`config.mk`:
```
export PLATFORM = sky130hd
export DESIGN_NAME = coco_sdram_arb_flat
export DESIGN_NICKNAME = d
export VERILOG_FILES = /design/src/rtl/coco_sdram_arb_if.sv /design/src/rtl/coco_sdram_arb.sv /design/src/flat_wrapper.sv
export SDC_FILE = /design/constraint.sdc
export NUM_CORES = 1
export LEC_CHECK = 0
export BUFFER_PORTS_ARGS = -buffer_cell sky130_fd_sc_hd__buf_2
export CELL_PAD_IN_SITES_DETAIL_PLACEMENT = 0
export CELL_PAD_IN_SITES_GLOBAL_PLACEMENT = 2
export CORE_ASPECT_RATIO = 0.8
export CORE_MARGIN = 2
export CORE_UTILIZATION = 26
export DETAILED_ROUTE_END_ITERATION = 10
export HOLD_SLACK_MARGIN = 0.08
export PLACE_DENSITY = 0.87
export SYNTH_ARGS = -nofsm -noshare
export SYNTH_HDL_FRONTEND = slang
export SYNTH_SLANG_ARGS = --single-unit
export TNS_END_PERCENT = 100
```
`constraint.sdc`:
```
create_clock -name CLK -period 4.4 [get_ports CLK]
set_clock_uncertainty 0.15 [all_clocks]
set_input_delay 0.22 -clock CLK [delete_from_list [all_inputs] [get_ports CLK]]
set_output_delay 0.22 -clock CLK [all_outputs]
set_load 0.01 [all_outputs]
```
`src/rtl/coco_sdram_arb_if.sv`:
```
// Bus bundle between coco_sdram_arb and its three requesters plus the SDRAM controller.
// The master modport is the arbiter's view; slave is the surrounding logic.
interface coco_sdram_arb_if #(
  parameter int AW = 25
);
  logic          vid_req;
  logic [AW-1:0] vid_addr;
  logic          vid_ack;
  logic          vid_ready;

  logic          cpu_req;
  logic          cpu_rnw;
  logic [AW-1:0] cpu_addr;
  logic [7:0]    cpu_din;
  logic          cpu_ack;
  logic          cpu_ready;

  logic          ld_req;
  logic [AW-1:0] ld_addr;
  logic [7:0]    ld_din;
  logic          ld_ack;
  logic          ld_ready;

  logic          mem_req;
  logic          mem_rnw;
  logic [AW-1:0] mem_addr;
  logic [7:0]    mem_din;
  logic          mem_ack;
  logic          mem_ready;
  logic [15:0]   mem_dout;
  logic          mem_busy;

  logic [15:0]   arb_dout;
  logic [1:0]    grant;
  logic          timeout;

  modport master (
    input  vid_req, vid_addr, cpu_req, cpu_rnw, cpu_addr, cpu_din,
    input  ld_req, ld_addr, ld_din,
    input  mem_ack, mem_ready, mem_dout, mem_busy,
    output vid_ack, vid_ready, cpu_ack, cpu_ready, ld_ack, ld_ready,
    output mem_req, mem_rnw, mem_addr, mem_din,
    output arb_dout, grant, timeout
  );

  modport slave (
    output vid_req, vid_addr, cpu_req, cpu_rnw, cpu_addr, cpu_din,
    output ld_req, ld_addr, ld_din,
    output mem_ack, mem_ready, mem_dout, mem_busy,
    input  vid_ack, vid_ready, cpu_ack, cpu_ready, ld_ack, ld_ready,
    input  mem_req, mem_rnw, mem_addr, mem_din,
    input  arb_dout, grant, timeout
  );
endinterface

```
`src/rtl/coco_sdram_arb.sv`:
```
// Fixed-priority (video > CPU > loader) single-transaction SDRAM port arbiter with watchdog.
// Define COCO_ARB_ANTISTARVE_EN to force a CPU grant after STARVE_LIMIT video wins.
module coco_sdram_arb #(
  parameter int AW           = 25,
  parameter int TIMEOUT      = 64,
  parameter int STARVE_LIMIT = 4
) (
  input logic              CLK,
  input logic              RESET_N,
  coco_sdram_arb_if.master bus
);

  typedef enum logic [1:0] {IDLE, ISSUE, WAIT, DONE} state_t;

  localparam logic [7:0] WD_LAST = 8'(TIMEOUT - 1);

  if (TIMEOUT < 4 || TIMEOUT > 255) begin : g_bad_timeout
    $error("coco_sdram_arb: TIMEOUT must be within 4..255");
  end
  if (STARVE_LIMIT < 1 || STARVE_LIMIT > 15) begin : g_bad_starve
    $error("coco_sdram_arb: STARVE_LIMIT must be within 1..15");
  end

  state_t        state;
  logic [7:0]    wd;
  logic [1:0]    grant_q;
  logic          mem_req_q;
  logic          mem_rnw_q;
  logic [AW-1:0] mem_addr_q;
  logic [7:0]    mem_din_q;
  logic [15:0]   arb_dout_q;
  logic [2:0]    ack_q;
  logic [2:0]    ready_q;
  logic          timeout_q;

  logic [1:0]    pick;
  logic [2:0]    owner;
  logic          force_cpu;

  // owner is one-hot {loader, cpu, video}, used to steer the ack/ready pulses
  assign owner = {grant_q == 2'd3, grant_q == 2'd2, grant_q == 2'd1};

  always_comb begin
    pick = 2'd0;
    if (force_cpu)         pick = 2'd2;
    else if (bus.vid_req)  pick = 2'd1;
    else if (bus.cpu_req)  pick = 2'd2;
    else if (bus.ld_req)   pick = 2'd3;
  end

`ifdef COCO_ARB_ANTISTARVE_EN
  logic [3:0] starve_cnt;

  assign force_cpu = bus.cpu_req && (starve_cnt == 4'(STARVE_LIMIT));

  always_ff @(posedge CLK) begin
    if (!RESET_N) begin
      starve_cnt <= '0;
    end else if (state == IDLE && !bus.mem_busy) begin
      if (pick == 2'd2)
        starve_cnt <= '0;
      else if (pick == 2'd1 && bus.cpu_req)
        starve_cnt <= starve_cnt + 4'd1;
    end
  end
`else
  assign force_cpu = 1'b0;
`endif

  always_ff @(posedge CLK) begin
    if (!RESET_N) begin
      state      <= IDLE;
      wd         <= '0;
      grant_q    <= '0;
      mem_req_q  <= 1'b0;
      mem_rnw_q  <= 1'b0;
      mem_addr_q <= '0;
      mem_din_q  <= '0;
      arb_dout_q <= '0;
      ack_q      <= '0;
      ready_q    <= '0;
      timeout_q  <= 1'b0;
    end else begin
      ack_q     <= '0;
      ready_q   <= '0;
      timeout_q <= 1'b0;
      case (state)
        IDLE: begin
          if (!bus.mem_busy && pick != 2'd0) begin
            grant_q   <= pick;
            mem_req_q <= 1'b1;
            wd        <= '0;
            state     <= ISSUE;
            case (pick)
              2'd1: begin
                mem_rnw_q  <= 1'b1;
                mem_addr_q <= bus.vid_addr;
                mem_din_q  <= 8'h00;
              end
              2'd2: begin
                mem_rnw_q  <= bus.cpu_rnw;
                mem_addr_q <= bus.cpu_addr;
                mem_din_q  <= bus.cpu_din;
              end
              default: begin
                mem_rnw_q  <= 1'b0;
                mem_addr_q <= bus.ld_addr;
                mem_din_q  <= bus.ld_din;
              end
            endcase
          end
        end
        ISSUE: begin
          // Watchdog abort wins; an un-acked request never gets its ack pulse
          if (wd == WD_LAST) begin
            mem_req_q  <= 1'b0;
            arb_dout_q <= 16'hFFFF;
            ready_q    <= owner;
            timeout_q  <= 1'b1;
            grant_q    <= '0;
            state      <= DONE;
          end else begin
            wd <= wd + 8'd1;
            if (bus.mem_ack) begin
              mem_req_q <= 1'b0;
              ack_q     <= owner;
              if (bus.mem_ready) begin
                arb_dout_q <= bus.mem_dout;
                ready_q    <= owner;
                grant_q    <= '0;
                state      <= DONE;
              end else begin
                state <= WAIT;
              end
            end
          end
        end
        WAIT: begin
          if (wd == WD_LAST) begin
            arb_dout_q <= 16'hFFFF;
            ready_q    <= owner;
            timeout_q  <= 1'b1;
            grant_q    <= '0;
            state      <= DONE;
          end else begin
            wd <= wd + 8'd1;
            if (bus.mem_ready) begin
              arb_dout_q <= bus.mem_dout;
              ready_q    <= owner;
              grant_q    <= '0;
              state      <= DONE;
            end
          end
        end
        default: begin
          state <= IDLE;
        end
      endcase
    end
  end

  assign bus.vid_ack   = ack_q[0];
  assign bus.cpu_ack   = ack_q[1];
  assign bus.ld_ack    = ack_q[2];
  assign bus.vid_ready = ready_q[0];
  assign bus.cpu_ready = ready_q[1];
  assign bus.ld_ready  = ready_q[2];
  assign bus.mem_req   = mem_req_q;
  assign bus.mem_rnw   = mem_rnw_q;
  assign bus.mem_addr  = mem_addr_q;
  assign bus.mem_din   = mem_din_q;
  assign bus.arb_dout  = arb_dout_q;
  assign bus.grant     = grant_q;
  assign bus.timeout   = timeout_q;

endmodule

```
`src/flat_wrapper.sv`:
```
// flat-port wrapper written by rule: the top's interface ports become plain ports
module coco_sdram_arb_flat 
#(
  parameter int AW           = 25,
  parameter int TIMEOUT      = 64,
  parameter int STARVE_LIMIT = 4
)
  (CLK, RESET_N, bus_vid_req, bus_vid_addr, bus_cpu_req, bus_cpu_rnw, bus_cpu_addr, bus_cpu_din, bus_ld_req, bus_ld_addr, bus_ld_din, bus_mem_ack, bus_mem_ready, bus_mem_dout, bus_mem_busy, bus_vid_ack, bus_vid_ready, bus_cpu_ack, bus_cpu_ready, bus_ld_ack, bus_ld_ready, bus_mem_req, bus_mem_rnw, bus_mem_addr, bus_mem_din, bus_arb_dout, bus_grant, bus_timeout);
  coco_sdram_arb_if #(.AW(AW)) bus_i ();
  input logic CLK;
  input logic RESET_N;
  input wire logic [$bits(bus_i.vid_req)-1:0] bus_vid_req;
  input wire logic [$bits(bus_i.vid_addr)-1:0] bus_vid_addr;
  input wire logic [$bits(bus_i.cpu_req)-1:0] bus_cpu_req;
  input wire logic [$bits(bus_i.cpu_rnw)-1:0] bus_cpu_rnw;
  input wire logic [$bits(bus_i.cpu_addr)-1:0] bus_cpu_addr;
  input wire logic [$bits(bus_i.cpu_din)-1:0] bus_cpu_din;
  input wire logic [$bits(bus_i.ld_req)-1:0] bus_ld_req;
  input wire logic [$bits(bus_i.ld_addr)-1:0] bus_ld_addr;
  input wire logic [$bits(bus_i.ld_din)-1:0] bus_ld_din;
  input wire logic [$bits(bus_i.mem_ack)-1:0] bus_mem_ack;
  input wire logic [$bits(bus_i.mem_ready)-1:0] bus_mem_ready;
  input wire logic [$bits(bus_i.mem_dout)-1:0] bus_mem_dout;
  input wire logic [$bits(bus_i.mem_busy)-1:0] bus_mem_busy;
  output wire logic [$bits(bus_i.vid_ack)-1:0] bus_vid_ack;
  output wire logic [$bits(bus_i.vid_ready)-1:0] bus_vid_ready;
  output wire logic [$bits(bus_i.cpu_ack)-1:0] bus_cpu_ack;
  output wire logic [$bits(bus_i.cpu_ready)-1:0] bus_cpu_ready;
  output wire logic [$bits(bus_i.ld_ack)-1:0] bus_ld_ack;
  output wire logic [$bits(bus_i.ld_ready)-1:0] bus_ld_ready;
  output wire logic [$bits(bus_i.mem_req)-1:0] bus_mem_req;
  output wire logic [$bits(bus_i.mem_rnw)-1:0] bus_mem_rnw;
  output wire logic [$bits(bus_i.mem_addr)-1:0] bus_mem_addr;
  output wire logic [$bits(bus_i.mem_din)-1:0] bus_mem_din;
  output wire logic [$bits(bus_i.arb_dout)-1:0] bus_arb_dout;
  output wire logic [$bits(bus_i.grant)-1:0] bus_grant;
  output wire logic [$bits(bus_i.timeout)-1:0] bus_timeout;
  assign bus_i.vid_req = bus_vid_req;
  assign bus_i.vid_addr = bus_vid_addr;
  assign bus_i.cpu_req = bus_cpu_req;
  assign bus_i.cpu_rnw = bus_cpu_rnw;
  assign bus_i.cpu_addr = bus_cpu_addr;
  assign bus_i.cpu_din = bus_cpu_din;
  assign bus_i.ld_req = bus_ld_req;
  assign bus_i.ld_addr = bus_ld_addr;
  assign bus_i.ld_din = bus_ld_din;
  assign bus_i.mem_ack = bus_mem_ack;
  assign bus_i.mem_ready = bus_mem_ready;
  assign bus_i.mem_dout = bus_mem_dout;
  assign bus_i.mem_busy = bus_mem_busy;
  assign bus_vid_ack = bus_i.vid_ack;
  assign bus_vid_ready = bus_i.vid_ready;
  assign bus_cpu_ack = bus_i.cpu_ack;
  assign bus_cpu_ready = bus_i.cpu_ready;
  assign bus_ld_ack = bus_i.ld_ack;
  assign bus_ld_ready = bus_i.ld_ready;
  assign bus_mem_req = bus_i.mem_req;
  assign bus_mem_rnw = bus_i.mem_rnw;
  assign bus_mem_addr = bus_i.mem_addr;
  assign bus_mem_din = bus_i.mem_din;
  assign bus_arb_dout = bus_i.arb_dout;
  assign bus_grant = bus_i.grant;
  assign bus_timeout = bus_i.timeout;
  coco_sdram_arb #(.AW(AW), .TIMEOUT(TIMEOUT), .STARVE_LIMIT(STARVE_LIMIT)) u_core (.CLK(CLK), .RESET_N(RESET_N), .bus(bus_i));
endmodule
```
After elaboration in Yosys (flattened, before gate mapping)
Index checks and enable logic that the tools add are counted.
Storage, ports and cells
  register bits after elaboration: 70
  input port bits: 116
Operators by class
  $add $sub $neg: 1
  eq/ne operators: 12
  multiplexer cells: 37
  bitwise gates (word level): 3
  reduce and logical (&&, ||, !) cells: 17
Operators by type and width (count)
  two-way mux 16 bit: 4
  case mux 25 bit (2 select lines): 1
  case mux 16 bit (2 select lines): 1
  case mux 8 bit (2 select lines): 2
  two-way mux 2 bit: 13
  two-way mux 8 bit: 2
  two-way mux 3 bit: 4
  case mux 2 bit (3 select lines): 2
  AND reduction 3 bit: 4
  adder 8 x 1 -> 8 bit, second input constant: 1
  equality test 2 bit, second input constant: 4
  equality test 8 x 6 -> 1 bit, second input constant: 1
  nonzero test 2 bit: 4
  equality test 2 x 1 -> 1 bit, second input constant: 3
  != test 3 x 2 -> 1 bit, second input constant: 2
  case mux 3 bit (2 select lines): 1
  AND reduction 2 bit: 3
  two-way mux 1 bit: 5
  case mux 1 bit (2 select lines): 2
  OR reduction 4 bit: 1
  NOT 1 bit: 3
  nonzero test 3 bit: 1
  zero test 2 bit: 1
  != test 2 x 1 -> 1 bit, second input constant: 1
  other kinds (4): 4

Longest topological paths before layout
  depth after elaboration: 7
  depth in mapped cells: 10
  mapped depth without buffers: 8

Least setup slack after synthesis
OpenSTA, ideal clock, no wires.
  path kind: input port to flip-flop
  start point: in bus_cpu_req
  end point: reg u_core.mem_addr_q[10], in the netlist u_core.bus.mem_addr[10]
  library setup time: 76 ps
  arrival time: 1932 ps
  required time: 4174 ps
  slack: 2242 ps
  cell stages on the path: 7
  path through: nor2_1 -> or2_2 -> ha_1 -> or3b_1 -> nor3b_2 -> a22oi_1 -> a21boi_0
Between the ends
  word-level cells in the longest chain between the ends: 5
  elaborated cells on any way between the ends: 8
  those cells by class: 2 x eq/ne; 3 x mux; 3 x reduce/logical
Ends and longest elaborated chain
  start, declared: RTL line flat_wrapper.sv:14  | input wire logic [$bits(bus_i.cpu_req)-1:0] bus_cpu_req;
  two-way mux 2 bit (*): RTL line coco_sdram_arb.sv:47  | else if (bus.cpu_req) pick = 2'd2;
  two-way mux 2 bit (*): RTL line coco_sdram_arb.sv:46  | else if (bus.vid_req) pick = 2'd1;
  branches (longest 3 deep; another with case mux 25 bit (2 select lines))
  end signal, assigned: RTL line coco_sdram_arb.sv:97  | mem_addr_q <= bus.vid_addr;
  end signal, assigned: RTL line coco_sdram_arb.sv:102  | mem_addr_q <= bus.cpu_addr;
  end signal, assigned: RTL line coco_sdram_arb.sv:107  | mem_addr_q <= bus.ld_addr;
  end, declared: RTL line coco_sdram_arb.sv:29  | logic [AW-1:0] mem_addr_q;
Every way passes the cells marked *.
A chain may end at the register's enable or synchronous reset.

Worst setup path in the final report
  start point: reg u_core.state[0]
  end point: reg u_core.mem_addr_q[9], in the netlist u_core.bus.mem_addr[9]
Between the ends
  word-level cells in the longest chain between the ends: 2
Ends and longest elaborated chain
  start, declared: RTL line coco_sdram_arb.sv:24  | state_t state;
  start signal, assigned: RTL line coco_sdram_arb.sv:72  | state <= IDLE;
  start signal, assigned: RTL line coco_sdram_arb.sv:93  | state <= ISSUE;
  start signal, assigned: RTL line coco_sdram_arb.sv:121  | state <= DONE;
  zero test 2 bit: RTL line coco_sdram_arb.sv:87  | case (state)
  AND reduction 2 bit (no source line)
No other way between the ends.

==> impl_metrics.ini <==
[outcome]
outcome = completed

[clock_tree]
cts_num_sinks = 70
cts_buffers = 9
path_clk_slew_ps = 60
h-tree-depth = 3
cts_setup_buffers = 0
postCtsHoldBufs = 20
cts.repair.resized = 0
cts_tree = done
cts-root-buf = clkbuf_16
worst_skew_pair.late_latency_ps = 330
cts_buffer_depth = 2

[synth]
synth-seq-cells = 70
synth_top_family_by_area = compound AO/OA/AOI/OAI gates
synthSimpleGateAreaFrac_pct = 19.33
synth_compound_area_share_pct = 31.01
yosysMostFrequentCell = nand2_1
synth.area.top_cells = dfxtp_1 (41%), nand2_1 (11%), a21boi_0 (5.5%)
synth.distinct_cells = 50
synth-xor-area-share_pct = 0.2563
synth_largest_area_cell = dfxtp_1
netlist_area_um2 = 3417
ys_seq_area_share_pct = 41.01
synth_edf_count = 0
synth_commonest_cells = nand2_1 (98), dfxtp_1 (70), o21ai_0 (33)
synth_top_cell_area_share_pct = 41.01
ys.flop_type = dfxtp_1
syn_avg_cell_area_um2 = 8.479
synth_nets = 527
syn_inst = 403
async_flop_share_pct = 0
synth_fa_ha_area_share_pct = 2.929
yosysWarnings = 0
synth.area.mux_share_pct = 0.5859

[timing]
setup_viol_count_final = 0
finalHoldViolCount = 0
final-max-slew-violation-count = 0
fmax_ghz = 0.3524
fin_crit_sh_pct = 64.49
tightest_slew_ps = 1192
slew-limit-headroom_pct = 20.54
rsz0062_at_grt = false
min_period_ps = 2838
tns_ps = 0

[drt]
drt-total-wl_um = 10570
drt_iter0_markers = 116
final_antenna_net_count = 0
dr.pass1.iters = 4
drc = 0
vias_per_cell = 4.681
avgRoutedWirePerCell_um = 13.92
dr_total_vias = 3553

[layout]
nNetsFinal = 703
fill_cells = 1319
layout.cells.non_filler = 759
drive_gt1_share_pct = 35.45
n_antenna_cell = 0
syn2layout_area_growth_pct = 44.31

[power_and_ir_drop]
p_leak_nw = 2.234
powerDensity_nw_per_um2 = 491.1
ir_drop_mv = 0.2360

[min_path]
hold_path.class = in -> reg

[flow_run]
max-cap-violations = 0

[global_route]
grt-ovfl-total = 0
antenna_found_initial = 0
grt_pass1_wl_um = 16870
grt_max_degree = 68
grt_pass1_vias = 3417
grt_util_all_layers_pct = 14.80

[placed_design]
detailedPlacementHpwl_um = 7633
place_inst = 723
io_buffers = 175
gp_congestion = 0.7954

[floorplan]
die_w_um = 132.2
io_pins = 176
die-area_um2 = 14080
rows = 37
core_area_um2 = 12820
die_h_um = 106.5
initial_utilization_pct = 26.65

[setup_path]
end_kind = flop
start_kind = flop
path_max_fanout = 31
crit_type = reg -> reg
crit_arrival_ps = 2940
crit_required_ps = 4500
-- per-layer routing --
layer	part of all wire [%]	global-route usage [%]	vias up
met2	45	24.55	146
met1	46	18.13	1598
met4	0.98	4.455	0
met3	8.3	5.198	8
li1	-	-	1801
met5	0	0	-
-- layout by cell type, fill, tap and decap left out, types with 2 or more instances in the layout --
cell type and count:
ha_1 7, bufinv_16 3, nor2b_1 4, a21oi_1 11, a21boi_0 25, nor3_1 2
a22oi_1 25, o21ai_0 33, inv_1 8, a21boi_1 2, nand2_1 98, nand2b_1 4
o221a_1 10, or3_1 5, o221a_2 6, or4_1 2, o22ai_1 3, nand3_1 3
mux2i_1 2, o211a_1 9, nor2_1 11, o211ai_1 8, clkbuf_16 9, buf_2 175
dfxtp_1 70, dlygate4sd3_1 20
-- power by group --
group          switching [mW]  total, mW  leakage, nW  internal [mW]
Clock                   0.276      0.831        0.166          0.555
Combinational           0.431      0.759         1.50          0.328
Sequential             0.0749      0.831        0.571          0.756
Total                   0.782       2.42         2.23           1.64
-- critical path: stages (launching register included) --
cell and delay (ps):
dfxtp_1 330, inv_1 90, ha_1 240, or3b_1 820, nor3b_2 740, a22oi_1 190
a21boi_0 190
-- state kept, by name, summed over array words and instances (netlist names) --
register,count
u_core.bus.mem_addr,25
u_core.bus.arb_dout,16
u_core.bus.mem_din,8
u_core.wd,8
u_core.ack_q,3
u_core.ready_q,3
u_core.bus.grant,2
u_core.state,2
u_core.bus.mem_req,1
u_core.bus.mem_rnw,1
u_core.bus.timeout,1
-- through the flow --
stage                     worst slack [ps]  cell area, um^2  utilization [%]  hold slack [ps]  total power, mW
after floorplan                       2242             3417                -            243.6            1.322
after global routing                  1296             4931            38.45            108.4            2.571
after global placement                1375             4385            34.20            289.7            1.577
final                                 1562             4931            38.45            96.86            2.422
after CTS                             1550             4931            38.45            92.70            2.444
after detailed placement              1246             4385            34.20            299.0            1.585
-- cell type report --
class	count	area, um^2	share of cell area, %
Clock inverter	7	120.1	2.436
Clock buffer	9	225.2	4.567
Tap cell	175	219.0	4.440
Inverter	8	30.03	0.6090
Multi-Input combinational cell	294	1852	37.55
Sequential cell	70	1401	28.42
Timing Repair Buffer	196	1084	21.97
-- kinds of logic after synthesis --
kind of cell             Yosys count
multiplexers                       2
AND/OR/NAND/NOR                  141
XOR/XNOR                           1
adder cells (fa/ha/maj)            8
flip-flops                        70
AO/OA/AOI/OAI                    142
buffers and inverters             39
-- worst paths after layout --
| check | from | endpoint | slack [ps] | cells after the start |
|---|---|---|---|---|
| max | u_core.state[0]$_SDFFE_PN0P_ | u_core.bus.mem_addr[9]$_SDFFE_PN0P_ | 1560 | 6 |
| min | bus_vid_addr[4] | u_core.bus.mem_addr[4]$_SDFFE_PN0P_ | 100 | 3 |
| max reg2reg | u_core.state[0]$_SDFFE_PN0P_ | u_core.bus.mem_addr[9]$_SDFFE_PN0P_ | 1560 | 6 |
| min reg2reg | u_core.bus.mem_addr[12]$_SDFFE_PN0P_ | u_core.bus.mem_addr[12]$_SDFFE_PN0P_ | 310 | 2 |
Power figures use the tool's default switching activity.
